--- src/rtl/updown_sweep_pkg.sv ---
// Shared definitions for the up/down sweep sequencer: state encoding,
// counter direction constants and default operand widths.
package updown_sweep_pkg;

  localparam int DEF_WIDTH   = 4;
  localparam int DEF_SWEEP_W = 4;

  // Counter direction as seen on ctr_sel.
  localparam logic SEL_UP   = 1'b1;
  localparam logic SEL_DOWN = 1'b0;

  typedef enum logic [2:0] {
    ST_IDLE = 3'd0,
    ST_LOAD = 3'd1,
    ST_UP   = 3'd2,
    ST_DOWN = 3'd3,
    ST_DONE = 3'd4
  } state_t;

endpackage

--- src/rtl/updown_sweep_ctrl_sweep_tracker.sv ---
// Round-trip bookkeeping: latches the requested sweep count, counts completed
// round trips (wrapping in continuous mode) and flags the final round trip.
module sweep_tracker
  import updown_sweep_pkg::*;
#(
  parameter int SWEEP_W = DEF_SWEEP_W
) (
  input  logic               clk,
  input  logic               rst,
  input  logic               clr_i,
  input  logic [SWEEP_W-1:0] sweeps_i,
  input  logic               inc_i,
  output logic [SWEEP_W-1:0] sweep_cnt_o,
  output logic               last_sweep_o
);

  logic [SWEEP_W-1:0] sweeps_q;
  logic [SWEEP_W-1:0] sweep_cnt_q;
  logic [SWEEP_W-1:0] sweep_cnt_d;

  assign sweep_cnt_d = sweep_cnt_q + SWEEP_W'(1);

  // Latch the target and clear the count on an accepted start; count completions.
  always_ff @(posedge clk or posedge rst) begin
    if (rst) begin
      sweeps_q    <= '0;
      sweep_cnt_q <= '0;
    end else if (clr_i) begin
      sweeps_q    <= sweeps_i;
      sweep_cnt_q <= '0;
    end else if (inc_i) begin
      sweep_cnt_q <= sweep_cnt_d;
    end
  end

  // A zero target means continuous mode, so there is never a last sweep.
  assign last_sweep_o = (sweeps_q != '0) && (sweep_cnt_d == sweeps_q);
  assign sweep_cnt_o  = sweep_cnt_q;

endmodule

--- src/rtl/updown_sweep_ctrl.sv ---
// Sequencer for a 4-bit up/down counter: loads lo, sweeps lo->hi->lo for a
// programmed number of round trips (0 = until abort), pulses done at the end.
// Optional macro SWEEP_HOLD_EN adds a hold input that freezes an active sequence.
module updown_sweep_ctrl
  import updown_sweep_pkg::*;
#(
  parameter int WIDTH   = DEF_WIDTH,
  parameter int SWEEP_W = DEF_SWEEP_W
) (
  input  logic               clk,
  input  logic               rst,
  input  logic               start,
  input  logic               abort,
`ifdef SWEEP_HOLD_EN
  input  logic               hold,
`endif
  input  logic [WIDTH-1:0]   lo,
  input  logic [WIDTH-1:0]   hi,
  input  logic [SWEEP_W-1:0] sweeps,
  input  logic [WIDTH-1:0]   cnt_in,
  output logic [WIDTH-1:0]   ctr_data,
  output logic               ctr_load,
  output logic               ctr_en,
  output logic               ctr_sel,
  output logic               busy,
  output logic               done,
  output logic               err,
  output logic [SWEEP_W-1:0] sweep_cnt
);

  state_t           state_q;
  logic [WIDTH-1:0] lo_q;
  logic [WIDTH-1:0] hi_q;
  logic             busy_q;
  logic             done_q;
  logic             err_q;

  logic hold_act;
  logic accept;
  logic at_top;
  logic at_bot;
  logic sweep_inc;
  logic last_sweep;

`ifdef SWEEP_HOLD_EN
  assign hold_act = hold;
`else
  assign hold_act = 1'b0;
`endif

  // Inclusive compares so a counter knocked out of range still turns around.
  assign at_top    = (cnt_in >= hi_q);
  assign at_bot    = (cnt_in <= lo_q);
  assign accept    = (state_q == ST_IDLE) && start && (lo < hi);
  assign sweep_inc = (state_q == ST_DOWN) && at_bot && !abort && !hold_act;

  sweep_tracker #(
    .SWEEP_W (SWEEP_W)
  ) u_tracker (
    .clk          (clk),
    .rst          (rst),
    .clr_i        (accept),
    .sweeps_i     (sweeps),
    .inc_i        (sweep_inc),
    .sweep_cnt_o  (sweep_cnt),
    .last_sweep_o (last_sweep)
  );

  // Sequence FSM with registered status; abort wins over hold and every transition.
  always_ff @(posedge clk or posedge rst) begin
    if (rst) begin
      state_q <= ST_IDLE;
      lo_q    <= '0;
      hi_q    <= '0;
      busy_q  <= 1'b0;
      done_q  <= 1'b0;
      err_q   <= 1'b0;
    end else begin
      done_q <= 1'b0;
      err_q  <= 1'b0;
      case (state_q)
        ST_IDLE: begin
          if (start) begin
            if (lo < hi) begin
              lo_q    <= lo;
              hi_q    <= hi;
              busy_q  <= 1'b1;
              state_q <= ST_LOAD;
            end else begin
              err_q <= 1'b1;
            end
          end
        end
        ST_LOAD: begin
          if (abort) begin
            busy_q  <= 1'b0;
            state_q <= ST_IDLE;
          end else if (!hold_act) begin
            state_q <= ST_UP;
          end
        end
        ST_UP: begin
          if (abort) begin
            busy_q  <= 1'b0;
            state_q <= ST_IDLE;
          end else if (!hold_act && at_top) begin
            state_q <= ST_DOWN;
          end
        end
        ST_DOWN: begin
          if (abort) begin
            busy_q  <= 1'b0;
            state_q <= ST_IDLE;
          end else if (!hold_act && at_bot) begin
            if (last_sweep) begin
              done_q  <= 1'b1;
              state_q <= ST_DONE;
            end else begin
              state_q <= ST_UP;
            end
          end
        end
        ST_DONE: begin
          busy_q  <= 1'b0;
          state_q <= ST_IDLE;
        end
        default: begin
          busy_q  <= 1'b0;
          state_q <= ST_IDLE;
        end
      endcase
    end
  end

  // Counter controls decode straight from state and the live counter value.
  always_comb begin
    ctr_load = 1'b0;
    ctr_en   = 1'b0;
    ctr_sel  = SEL_DOWN;
    case (state_q)
      ST_LOAD: ctr_load = !hold_act;
      ST_UP: begin
        ctr_sel = SEL_UP;
        ctr_en  = !hold_act && !at_top;
      end
      ST_DOWN: begin
        ctr_sel = SEL_DOWN;
        ctr_en  = !hold_act && !at_bot;
      end
      default: begin
        ctr_load = 1'b0;
        ctr_en   = 1'b0;
        ctr_sel  = SEL_DOWN;
      end
    endcase
  end

  assign ctr_data = lo_q;
  assign busy     = busy_q;
  assign done     = done_q;
  assign err      = err_q;

endmodule
--- config.mk ---
export PLATFORM = sky130hd
export DESIGN_NAME = updown_sweep_ctrl
export DESIGN_NICKNAME = d
export VERILOG_FILES = /design/src/rtl/updown_sweep_pkg.sv /design/src/rtl/updown_sweep_ctrl_sweep_tracker.sv /design/src/rtl/updown_sweep_ctrl.sv
export SDC_FILE = /design/constraint.sdc
export NUM_CORES = 1
export LEC_CHECK = 0
export CELL_PAD_IN_SITES_DETAIL_PLACEMENT = 1
export CELL_PAD_IN_SITES_GLOBAL_PLACEMENT = 1
export CORE_MARGIN = 2
export CORE_UTILIZATION = 45
export CTS_BUF_LIST = sky130_fd_sc_hd__clkbuf_8
export DETAILED_ROUTE_END_ITERATION = 8
export DONT_BUFFER_PORTS = 1
export PLACE_DENSITY_LB_ADDON = 0.1
export SYNTH_ARGS = -nofsm -noshare
export SYNTH_HDL_FRONTEND = slang
export SYNTH_HIERARCHICAL = 1
export SYNTH_SLANG_ARGS = --single-unit
--- constraint.sdc ---
create_clock -name clk -period 2.15 [get_ports clk]
set_clock_uncertainty 0.2 [all_clocks]
set_input_delay 0.3225 -clock clk [delete_from_list [all_inputs] [get_ports clk]]
set_output_delay 0.3225 -clock clk [all_outputs]
set_load 0.01 [all_outputs]
==> impl_results.md, run 1 <==
* Status: finished clean
* Synth Cell Area at 1290 um2
* Global-route wire length before repair at 4930 um
* Clk slew on worst S/H paths at 0.08 ns
* I/O Buffers at 0
* Clock share of power at 19.5%
* Die W at 57.5 um
* Worst reg2reg path depth at 5
* Clk buf depth at 2
* Routed vias/inst at 5.49
* RR Startpoint: u_tracker/sweep_cnt_o[0]$_DFFE_PP0P_
* Final worst path period need at 2.12 ns
* Hold Crit Start: lo[1]
* Placed instance area at 1390 um2
* P_leak at 0.765 nW
* Req. time, crit path at 1.63 ns
* Endpoints failing setup at 0
* Ys async rst share at 100%
* Largest net degree at the start of global routing at 15
* Die height at 57.5 um
* Pre-Repair DR Iteration Count at 4
* Synth unique cells at 30
* Crit. End Element: primary output
* Core footprint at 2730 um2
* Syn nets at 152
* Dpl hpwl at 2330 um
* P per Cell Area at 1220 nW/um2
* DR DRC count at 0
* Total power at 1.96 mW
* Vias in the first global route at 1,058
* Gate Count Post-Synth at 120
* Combinational power share at 45.8%
* Placer Congestion at 0.735
* Syn_area_per_cell at 10.7 um2
* Htree depth at 1
* Worst-Margin Slew at 0.578 ns
* Post-route cell area at 1620 um2
* Unrepaired setup endpoints after global routing: true
* CP Max Fanout at 3
* Worst Hold Endpoint: ctr_data[1]$_DFFE_PP0P_
* Finished Layout Cells at 170
* Register area share after synthesis at 42.8%
* Placed instance count at 159
* Fin util at 59.1%
* Crit path arrival time at 1.60 ns
* Area Growth Syn to Fin at 25.5%
* Layout cell share with drive strength beyond 1 at 29.5%
* Max cap viols at 0
* Antenna-violating nets left at 0
* Skew-Pair Late Insertion Delay at 0.26 ns
* Origin of the worst setup path: ctr_data[0]$_DFFE_PP0P_
* Post-synth EDFFs at 0
* Reg2reg end: state_q[1]$_DFFE_PP0P_
* Die ar. at 3310 um2
* Net switching share of the total power at 35.1%
* Sequential power share at 34.6%
* Antenna violations before repair at 0
* Main synth FF type: dfrtp_1
* IO Pins at 34
* Core Rows at 19
* Hold path cells at 1
* Slew Limit Fails at 0
* VDD IR max at 745 uV
* Vias at 933
* Startpoint types: register
* Crit path kind: register to primary output
* Yosys reg bits at 22
* GR Overflow Total at 0
* Fin nets at 172
* Max Freq at 471 MHz
* Min Hold Slack at 0.0102 ns
* Clock tree sinks at 22
* TritonCTS clock tree: yes
* Routed WL per cell at 17.3 um
* Initial Utilization at 47.1%
* Final hold vios at 0
* DRT iter0 DRCs at 32
* Worst Hold Class: input pin to register
* Post-Route WL at 2940 um
* Worst slew margin at 61.4%
* # diodes at 0
* GRT Overall Usage at 19.2%
* Root Buffer: clkbuf_8
* Final period utilization at 98.7%
* Number of clock buffers inserted by TritonCTS at 3
* Psw at 0.690 mW
* Reg2Reg Setup Slack at 0.15 ns
* Synth warn at 6
* Pint at 1.27 mW
[power by group through the flow]
| stage | sequential (mW) | combinational, mW | clock, mW |
|---|---|---|---|
| after CTS | 0.680 | 0.820 | 0.401 |
| final | 0.680 | 0.901 | 0.384 |
| after global placement | 0.673 | 0.692 | 0 |
| after floorplan | 0.676 | 0.490 | 0 |
| after detailed placement | 0.683 | 0.735 | 0 |
| after global routing | 0.702 | 1.00 | 0.410 |
[stage by stage]
step | TNS [ns] | worst slack (ns)
6_report | 0 | 0.0289
5_1_grt | -0.0474 | -0.0474
4_1_cts | -0.00938 | -0.00938
3_5_place_dp | -0.0167 | -0.0135
3_3_place_gp | 0 | 0.0932
2_1_floorplan | 0 | 0.0118
[layer usage]
layer / up-vias / global-route usage (%) / share of wire (%)
met2: 17 / 32.3 / 51
met5: - / 0 / 0
met3: 0 / 3.40 / 3.7
met4: 0 / 3.99 / 0
met1: 463 / 26.0 / 45
li1: 453 / - / -
[critical path, cell delays in order, from the launching register on]
cell      delay (ns)
dfrtp_2         0.45
ha_2            0.18
nand2b_4        0.14
a21oi_4         0.16
buf_6           0.11
o211ai_1        0.10
a21oi_2         0.21
[cell type report]
class	count	area, um2
flip-flops and latches	22	553
well taps	31	38.8
fillers	295	1120
clock buffers	3	41.3
multi-input cells	80	742
clock inverters	1	30.0
inverters	15	56.3
repair buffers	18	154
[cell usage in the layout, fill, tap and decap left out, types with 2 or more instances in the layout]
cell type       n
ha_1            8
xnor2_1         5
nand2_1         4
and4_1          2
buf_4          11
nand2b_1        4
nor3_1          2
xor2_1          3
mux2_4          4
clkbuf_8        3
inv_2           3
inv_1          12
dfrtp_1        20
or3_1           2
dlygate4sd3_1   6
a211o_1         2
dfrtp_2         2
nand3b_1        2
mux2i_1         4
nand4_1         2
o21ai_0         2
nor2_1          9
a21oi_1         2
mux2_2          5
ha_4            3
[registers in the layout, indices dropped and copies added, names as in the netlist]
name	cells
hi_q	4
u_tracker/sweeps_q	4
busy	1
u_tracker/sweep_cnt_o	4
err	1
state_q	3
ctr_data	4
done	1
[Yosys cell counts, types with 4 or more instances]
cell type | count | area share, %
a21oi_1 | 4 | 1.6
mux2_4 | 4 | 4.7
xnor2_1 | 5 | 3.4
nor2_1 | 9 | 2.6
mux2i_1 | 4 | 3.1
nand2b_1 | 5 | 2.4
inv_1 | 15 | 4.4
mux2_2 | 5 | 4.4
o21ai_0 | 4 | 1.6
nand2_1 | 4 | 1.2
dfrtp_1 | 22 | 43
ha_1 | 12 | 12
[logic make-up (layout without fill, tap and decap cells)]
| kind of cell | Yosys count | count (layout) | share of synthesized area (%) |
|---|---|---|---|
| AND/OR/NAND/NOR | 30 | 30 | 12.7 |
| flip-flops | 22 | 22 | 42.8 |
| buffers and inverters | 18 | 37 | 5.83 |
| AO/OA/AOI/OAI | 17 | 17 | 9.43 |
| multiplexers | 13 | 13 | 12.1 |
| adder cells (fa/ha/maj) | 12 | 12 | 11.7 |
| XOR/XNOR | 8 | 8 | 5.44 |
[worst max-delay path by stage]
stage | depth (start not counted) | end
floorplan | 8 | u_tracker/sweeps_q[0]$_DFFE_PP0P_
detailed placement | 5 | state_q[1]$_DFFE_PP0P_
finish | 6 | ctr_en
CTS | 7 | ctr_en
global route | 6 | ctr_en
global placement | 9 | u_tracker/sweep_cnt_o[3]$_DFFE_PP0P_
[what timing repair did]
item,in CTS,in global routing
pin swaps,1,4
resized for setup,7,12
endpoints found under the hold margin,26,1
hold buffers,5,1
buffers inserted,1,0
endpoints found under the setup margin,4,3
Note: power is estimated with default switching activity, not from simulation.
==> inputs of run 2 (changes only) <==
--- a/config.mk
+++ b/config.mk
@@ -5,6 +5,7 @@
 export SDC_FILE = /design/constraint.sdc
 export NUM_CORES = 1
 export LEC_CHECK = 0
+export CAP_MARGIN = 15
 export CELL_PAD_IN_SITES_DETAIL_PLACEMENT = 1
 export CELL_PAD_IN_SITES_GLOBAL_PLACEMENT = 1
 export CORE_MARGIN = 2
==> results of run 2 <==
The final DEF is identical to that of run 1; final timing and power are the same.
==> inputs of run 3 (changes only) <==
--- a/config.mk
+++ b/config.mk
@@ -14,7 +14,9 @@
 export DETAILED_ROUTE_END_ITERATION = 8
 export DONT_BUFFER_PORTS = 1
 export PLACE_DENSITY_LB_ADDON = 0.1
+export SLEW_MARGIN = 15
 export SYNTH_ARGS = -nofsm -noshare
 export SYNTH_HDL_FRONTEND = slang
 export SYNTH_HIERARCHICAL = 1
 export SYNTH_SLANG_ARGS = --single-unit
+export TNS_END_PERCENT = 20
==> results of run 3 <==
The final DEF is identical to that of run 1; final timing and power are the same.
